--- src/rtl/yacht_pkg.sv ---
// -----------------------------------------------------------------------------
// yacht_pkg
//   Shared definitions for the Yacht turn/round controller: game constants,
//   scoring-category indices, the turn FSM state encoding and a helper that
//   decides whether a category selection may be committed.
//   No ports (package).
// -----------------------------------------------------------------------------
package yacht_pkg;

  // Game shape
  localparam int NUM_CAT   = 12;  // scoring categories == rounds per game
  localparam int MAX_ROLLS = 3;   // rolls allowed per turn

  // Field widths of the category / round / roll counters
  localparam int CAT_W   = 4;
  localparam int ROUND_W = 4;
  localparam int ROLLS_W = 2;

  // Scoring category indices
  localparam logic [CAT_W-1:0] CAT_ACES   = 4'd0;
  localparam logic [CAT_W-1:0] CAT_TWOS   = 4'd1;
  localparam logic [CAT_W-1:0] CAT_THREES = 4'd2;
  localparam logic [CAT_W-1:0] CAT_FOURS  = 4'd3;
  localparam logic [CAT_W-1:0] CAT_FIVES  = 4'd4;
  localparam logic [CAT_W-1:0] CAT_SIXES  = 4'd5;
  localparam logic [CAT_W-1:0] CAT_CHOICE = 4'd6;
  localparam logic [CAT_W-1:0] CAT_4KIND  = 4'd7;
  localparam logic [CAT_W-1:0] CAT_FULLH  = 4'd8;
  localparam logic [CAT_W-1:0] CAT_SSTR   = 4'd9;
  localparam logic [CAT_W-1:0] CAT_LSTR   = 4'd10;
  localparam logic [CAT_W-1:0] CAT_YACHT  = 4'd11;

  // Turn FSM states
  typedef enum logic [2:0] {
    IDLE      = 3'd0,  // waiting for the first roll of a turn
    ROLLING   = 3'd1,  // roll_en burst in progress
    DECIDE    = 3'd2,  // player may re-roll or confirm a category
    COMMIT    = 3'd3,  // single-cycle category commit
    GAME_OVER = 3'd4   // all categories used; only reset leaves
  } turn_state_e;

  // A selection is committable when it names a real category that has not
  // been scored yet. Out-of-range indices are rejected before the mask is
  // looked at so the lookup never reads past the top bit.
  function automatic logic cat_is_free(input logic [CAT_W-1:0]   sel,
                                       input logic [NUM_CAT-1:0] used);
    logic ok;
    ok = 1'b0;
    if (sel < CAT_W'(NUM_CAT)) begin
      ok = ~used[sel];
    end
    return ok;
  endfunction

endpackage

--- src/rtl/btn_debounce.sv ---
// -----------------------------------------------------------------------------
// btn_debounce
//   Brings a raw asynchronous push-button into the clock domain, debounces it
//   and emits a single-cycle pulse on each accepted press.
//
//   Ports
//     clk_i    in  1  system clock
//     reset_i  in  1  synchronous active-high reset (button treated as released)
//     btn_i    in  1  raw button level, asynchronous, active-high
//     press_o  out 1  one-cycle pulse on the rising edge of the debounced level
//
//   Latency from a clean button edge to press_o is 2 + DEBOUNCE_CYCLES cycles:
//   two synchronizer stages, then DEBOUNCE_CYCLES consecutive differing
//   samples before the debounced level flips (press_o is registered alongside
//   the level, so it adds no further cycle).
// -----------------------------------------------------------------------------
module btn_debounce #(
  parameter int DEBOUNCE_CYCLES = 250000
) (
  input  logic clk_i,
  input  logic reset_i,
  input  logic btn_i,
  output logic press_o
);

  localparam int CNT_W = (DEBOUNCE_CYCLES > 1) ? $clog2(DEBOUNCE_CYCLES) : 1;
  localparam logic [CNT_W-1:0] CNT_LAST = CNT_W'(DEBOUNCE_CYCLES - 1);

  logic             sync1_q, sync2_q;
  logic             level_q, level_d;
  logic             press_q, press_d;
  logic [CNT_W-1:0] cnt_q,   cnt_d;

  // The counter tracks how many consecutive samples the synchronized input
  // has disagreed with the accepted level; any agreeing sample restarts it.
  always_comb begin
    level_d = level_q;
    press_d = 1'b0;
    cnt_d   = '0;
    if (sync2_q != level_q) begin
      if (cnt_q == CNT_LAST) begin
        level_d = ~level_q;
        press_d = ~level_q;  // only the released->pressed flip is a press
      end else begin
        cnt_d = cnt_q + 1'b1;
      end
    end
  end

  always_ff @(posedge clk_i) begin
    if (reset_i) begin
      sync1_q <= 1'b0;
      sync2_q <= 1'b0;
      level_q <= 1'b0;
      press_q <= 1'b0;
      cnt_q   <= '0;
    end else begin
      sync1_q <= btn_i;
      sync2_q <= sync1_q;
      level_q <= level_d;
      press_q <= press_d;
      cnt_q   <= cnt_d;
    end
  end

  assign press_o = press_q;

endmodule

--- src/rtl/yacht_turn_ctrl.sv ---
// -----------------------------------------------------------------------------
// yacht_turn_ctrl
//   Turn/round controller sitting in front of the dice manager. Debounces the
//   Roll and Confirm buttons, issues ROLL_CYCLES-long roll_en bursts, limits a
//   turn to MAX_ROLLS rolls (first roll of a turn always rolls every die),
//   validates and commits the chosen scoring category and counts the rounds
//   up to game over.
//
//   Ports
//     clk          in  1   system clock
//     reset        in  1   synchronous active-high reset
//     roll_btn     in  1   raw Roll button (async, active-high)
//     confirm_btn  in  1   raw Confirm button (async, active-high)
//     hold_sw      in  5   hold switches, bit i holds die i+1
//     cat_sel      in  4   selected category, 0..11
//     roll_en      out 1   high for the whole roll burst
//     hold_out     out 5   hold mask for the dice manager
//     roll_count   out 2   rolls completed this turn, 0..3
//     round_num    out 4   current round, 0..11 (stays 11 after game over)
//     cat_used     out 12  bit k set once category k is committed
//     cat_commit   out 1   one-cycle pulse, cat_idx valid while high
//     cat_idx      out 4   category being committed
//     cat_err      out 1   one-cycle pulse after a rejected confirm
//     game_over    out 1   level, high after the final commit
// -----------------------------------------------------------------------------
module yacht_turn_ctrl
  import yacht_pkg::*;
#(
  parameter int DEBOUNCE_CYCLES = 250000,
  parameter int ROLL_CYCLES     = 25000000
) (
  input  logic               clk,
  input  logic               reset,
  input  logic               roll_btn,
  input  logic               confirm_btn,
  input  logic [4:0]         hold_sw,
  input  logic [CAT_W-1:0]   cat_sel,
  output logic               roll_en,
  output logic [4:0]         hold_out,
  output logic [ROLLS_W-1:0] roll_count,
  output logic [ROUND_W-1:0] round_num,
  output logic [NUM_CAT-1:0] cat_used,
  output logic               cat_commit,
  output logic [CAT_W-1:0]   cat_idx,
  output logic               cat_err,
  output logic               game_over
);

  localparam int BURST_W = (ROLL_CYCLES > 1) ? $clog2(ROLL_CYCLES) : 1;
  localparam logic [BURST_W-1:0] BURST_LAST = BURST_W'(ROLL_CYCLES - 1);
  localparam logic [ROLLS_W-1:0] ROLLS_MAX  = ROLLS_W'(MAX_ROLLS);
  localparam logic [ROUND_W-1:0] ROUND_LAST = ROUND_W'(NUM_CAT - 1);
  localparam logic [NUM_CAT-1:0] CAT_ONE    = {{(NUM_CAT-1){1'b0}}, 1'b1};

  logic roll_p;
  logic confirm_p;

  turn_state_e        state_q,      state_d;
  logic [BURST_W-1:0] burst_q,      burst_d;
  logic [ROLLS_W-1:0] roll_count_q, roll_count_d;
  logic [ROUND_W-1:0] round_q,      round_d;
  logic [NUM_CAT-1:0] cat_used_q,   cat_used_d;
  logic [CAT_W-1:0]   cat_idx_q,    cat_idx_d;
  logic               cat_err_q,    cat_err_d;

  btn_debounce #(
    .DEBOUNCE_CYCLES (DEBOUNCE_CYCLES)
  ) u_roll_db (
    .clk_i   (clk),
    .reset_i (reset),
    .btn_i   (roll_btn),
    .press_o (roll_p)
  );

  btn_debounce #(
    .DEBOUNCE_CYCLES (DEBOUNCE_CYCLES)
  ) u_confirm_db (
    .clk_i   (clk),
    .reset_i (reset),
    .btn_i   (confirm_btn),
    .press_o (confirm_p)
  );

  // Next-state logic. Press pulses last a single cycle, so any press that
  // arrives in a state that does not act on it is simply dropped.
  always_comb begin
    state_d      = state_q;
    burst_d      = burst_q;
    roll_count_d = roll_count_q;
    round_d      = round_q;
    cat_used_d   = cat_used_q;
    cat_idx_d    = cat_idx_q;
    cat_err_d    = 1'b0;

    unique case (state_q)
      IDLE: begin
        if (roll_p) begin
          burst_d = BURST_LAST;
          state_d = ROLLING;
        end
      end

      ROLLING: begin
        if (burst_q == '0) begin
          roll_count_d = roll_count_q + 1'b1;
          state_d      = DECIDE;
        end else begin
          burst_d = burst_q - 1'b1;
        end
      end

      DECIDE: begin
        // Confirm has priority over a simultaneous roll press.
        if (confirm_p) begin
          if (cat_is_free(cat_sel, cat_used_q)) begin
            cat_idx_d = cat_sel;
            state_d   = COMMIT;
          end else begin
            cat_err_d = 1'b1;
          end
        end else if (roll_p && (roll_count_q < ROLLS_MAX)) begin
          burst_d = BURST_LAST;
          state_d = ROLLING;
        end
      end

      COMMIT: begin
        cat_used_d   = cat_used_q | (CAT_ONE << cat_idx_q);
        roll_count_d = '0;
        if (round_q == ROUND_LAST) begin
          state_d = GAME_OVER;
        end else begin
          round_d = round_q + 1'b1;
          state_d = IDLE;
        end
      end

      GAME_OVER: begin
        state_d = GAME_OVER;
      end

      default: begin
        state_d = IDLE;
      end
    endcase
  end

  always_ff @(posedge clk) begin
    if (reset) begin
      state_q      <= IDLE;
      roll_count_q <= '0;
      round_q      <= '0;
      cat_used_q   <= '0;
      cat_idx_q    <= '0;
      cat_err_q    <= 1'b0;
    end else begin
      state_q      <= state_d;
      roll_count_q <= roll_count_d;
      round_q      <= round_d;
      cat_used_q   <= cat_used_d;
      cat_idx_q    <= cat_idx_d;
      cat_err_q    <= cat_err_d;
    end
  end

  // The burst counter is reloaded on every entry to ROLLING, so it needs no
  // reset of its own.
  always_ff @(posedge clk) begin
    burst_q <= burst_d;
  end

  // On the first roll of a turn every die must roll, so holds are masked off.
  assign hold_out   = (roll_count_q == '0) ? 5'b00000 : hold_sw;
  assign roll_en    = (state_q == ROLLING);
  assign cat_commit = (state_q == COMMIT);
  assign game_over  = (state_q == GAME_OVER);
  assign roll_count = roll_count_q;
  assign round_num  = round_q;
  assign cat_used   = cat_used_q;
  assign cat_idx    = cat_idx_q;
  assign cat_err    = cat_err_q;

endmodule

--- config.mk ---
export PLATFORM = sky130hd
export DESIGN_NAME = yacht_turn_ctrl
export DESIGN_NICKNAME = d
export VERILOG_FILES = /design/src/rtl/yacht_pkg.sv /design/src/rtl/btn_debounce.sv /design/src/rtl/yacht_turn_ctrl.sv
export SDC_FILE = /design/constraint.sdc
export NUM_CORES = 1
export LEC_CHECK = 0
export BUFFER_PORTS_ARGS = -buffer_cell sky130_fd_sc_hd__buf_2
export CORE_UTILIZATION = 51
export DETAILED_ROUTE_END_ITERATION = 10
export PLACE_DENSITY = 0.7
export SLEW_MARGIN = 20
export SYNTH_ARGS = -nofsm -noshare
export SYNTH_HDL_FRONTEND = slang
export SYNTH_SLANG_ARGS = --single-unit
--- constraint.sdc ---
create_clock -name clk -period 5.65 [get_ports clk]
set_input_delay 0.2825 -clock clk [delete_from_list [all_inputs] [get_ports clk]]
set_output_delay 0.2825 -clock clk [all_outputs]
set_load 0.05 [all_outputs]
==> flow_metrics.env <==
export IMPL_viasPerCell=5.389
export IMPL_rsz0062_at_grt="false"
export IMPL_cts_setup_buffers=0
export IMPL_met2_usage_pct=30.13
export IMPL_die_y_microns=94.48
export IMPL_clock_sinks=95
export IMPL_antenna_found_initial=0
export IMPL_power_density_nw_per_um2=277.8
export IMPL_leakage_nw=1.723
export IMPL_tightest_slew_ps=705.4
export IMPL_area_growth_pct=11.16
export IMPL_dp_cells=591
export IMPL_crit_fanout=25
export IMPL_grt_busiest_layer="met2"
export IMPL_yosysWarningCount=0
export IMPL_coreArea_sq_um=8258
export IMPL_hold_ws_ps=131.9
export IMPL_synth_edf_count=25
export IMPL_io_buffers=43
export IMPL_use_met3_pct=4.911
export IMPL_utilization_pct=58.71
export IMPL_gp_congestion=0.7675
export IMPL_path_clk_slew_ps=90
export IMPL_grt_use_total_pct=19.69
export IMPL_first_global_vias=2948
export IMPL_dp_hpwl_microns=5566
export IMPL_cap_violations=0
export IMPL_fmax_mhz=375.4
export IMPL_synth_cells=461
export IMPL_vias=3271
export IMPL_drt_wl_total_microns=8082
export IMPL_initial_core_util_pct=52.82
export IMPL_worst_setup_path_start_kind="flop"
export IMPL_slew_headroom_pct=52.54
export IMPL_cts_resized=0
export IMPL_cts_root_buf="clkbuf_8"
export IMPL_worstPathArrival_ps=2740
export IMPL_layout_drive_gt1_share_pct=13.75
export IMPL_layout_setup_ws_ps=2986
export IMPL_synth_avg_cell_area_sq_um=9.461
export IMPL_ctsHoldBuffers=0
export IMPL_drv_slew=0
export IMPL_period_share_pct=47.15
export IMPL_design_portCount=44
export IMPL_synth_ff_type="dfxtp_1"
export IMPL_placed_area_sq_um=4639
export IMPL_ys_seq_area_share_pct=49.34
export IMPL_hp_class="in -> reg"
export IMPL_cp_end_kind="flop"
export IMPL_grt_ovfl_total=0
export IMPL_grt_max_degree=41
export IMPL_diodes=0
export IMPL_synth_cell_type_count=49
export IMPL_async_reset_ff_share_pct=0
export IMPL_use_met1_pct=27.13
export IMPL_dieArea_sq_um=8926
export IMPL_stdcell_area_sq_um=4848
export IMPL_synthesis_area_sq_um=4362
export IMPL_finalSetupViolations=0
export IMPL_drt_pass1_iterations=5
export IMPL_ys_ff_latch=95
export IMPL_skew_ps=12.52
export IMPL_finalSetupTns_ps=0
export IMPL_place_ws_ps=3024
export IMPL_detail_route_wl_per_cell_microns=13.31
export IMPL_clk_latency_ps=350
export IMPL_cts_made_buffers=9
export IMPL_drc=0
export IMPL_finalCriticalPeriod_ps=2664
export IMPL_synth_fp_nets=480
export IMPL_rows=33
export IMPL_critPathLaunch="burst_q[8]"
export IMPL_final_cells=607
export IMPL_required_ps=5730
export IMPL_vdd_drop_max_mv=0.1727
export IMPL_cts_tree="built"
export IMPL_die_width_microns=94.48
export IMPL_nets=516
export IMPL_fill_cells=759
export IMPL_drtIter0Drc=113
export IMPL_hold_start="confirm_btn"
export IMPL_total_power_mw=1.347
export IMPL_ant_nets=0
export IMPL_outcome="finished clean"
export IMPL_criticalPathCategory="reg -> reg"
export IMPL_r2r_start="burst_q[8]"
export IMPL_cts_htree_levels=3
export IMPL_hold_viol=0
export IMPL_grt_pass1_wl_microns=13780
export IMPL_cts_path_max_buffers=2
## layout make-up
class	count	area [sq um]	share of cell area [%]
Clock buffer	12	156.4	3.226
Clock inverter	4	52.55	1.084
Tap cell	105	131.4	2.710
Inverter	8	30.03	0.6194
Sequential cell	95	2152	44.39
Timing Repair Buffer	44	222.7	4.594
Multi-Input combinational cell	339	2103	43.38
## worst max-delay path, cell delays in order (launching register included)
cell and delay, ps:
edfxtp_1 440, nor4_1 560, nand4b_1 540, nor4_4 540, nor4_2 60, buf_4 250
## state kept, by name, indices dropped and copies added, names as in the netlist, 2 cells and up
name and flops:
burst_q 25, u_confirm_db.cnt_q 18, u_roll_db.cnt_q 18, cat_used 12, cat_idx 4, round_num 4
state_q 3, roll_count 2
## worst paths after layout
check | end | slack [ps] | cells after the start
setup / recovery | burst_q[16] | 2990 | 5
hold / removal | u_confirm_db.sync1_q | 130 | 2
setup reg to reg | burst_q[16] | 2990 | 5
hold reg to reg | u_confirm_db.sync2_q | 450 | 1
## routing by layer
metal,up-vias,wire length [microns]
met5,-,0
met4,0,120
met3,10,289
met2,52,3754
met1,1540,3917
li1,1669,-
## layout by cell type (no fill, tap or decap), drive strengths merged, types with 3 or more instances in the layout
cell type  instances
nor2              80
dfxtp             70
buf               44
nand2             35
xor2              30
xnor2             25
edfxtp            25
nand3             17
a21oi             17
nor4              15
nor2b             14
nand2b            12
clkbuf            12
or3               10
nand4              8
and3               8
mux2i              8
inv                7
o21ai              7
nor3               7
ha                 6
and4               5
nor3b              4
clkinv             4
o31ai              3
nor4b              3
## cell usage after synthesis (2+ instances only)
cell type,n,area share (%)
nor2_1,80,6.9
dfxtp_1,70,32
nand2_1,35,3.0
xor2_1,30,6.0
edfxtp_1,25,17
xnor2_1,25,5.0
a21oi_1,17,2.0
nand3_1,17,2.0
clkbuf_1,14,1.2
nor2b_1,14,2.0
nor4_1,14,2.0
nand2b_1,12,1.7
and3_1,8,1.1
mux2i_1,8,1.8
nand4_1,8,1.1
or3_1,8,1.1
inv_1,7,0.60
o21ai_0,7,0.80
ha_1,6,1.7
nor3_1,6,0.69
and4_1,5,1.0
nor3b_1,4,0.69
buf_2,3,0.34
nor4b_1,3,0.60
o31ai_1,3,0.52
and2_1,2,0.29
and3b_1,2,0.40
mux2_2,2,0.52
nand3b_1,2,0.34
nand4b_1,2,0.40
o31a_1,2,0.40
or3_2,2,0.34
or4_1,2,0.34
## report_power, final
part | switching [mW] | internal [mW]
clock network | 0.227 | 0.233
registers | 0.0254 | 0.734
logic | 0.0875 | 0.0396
total | 0.340 | 1.01
## cells by family after synthesis
family | after synthesis | synth area share [%]
buf+inv | 27 | 2.582
flops | 95 | 49.34
xor+xnor | 55 | 11.04
simple gates | 232 | 27.62
mux | 11 | 2.869
fa+ha+maj | 6 | 1.721
compound gates | 35 | 4.819
Note: power is estimated with default switching activity, not from simulation.
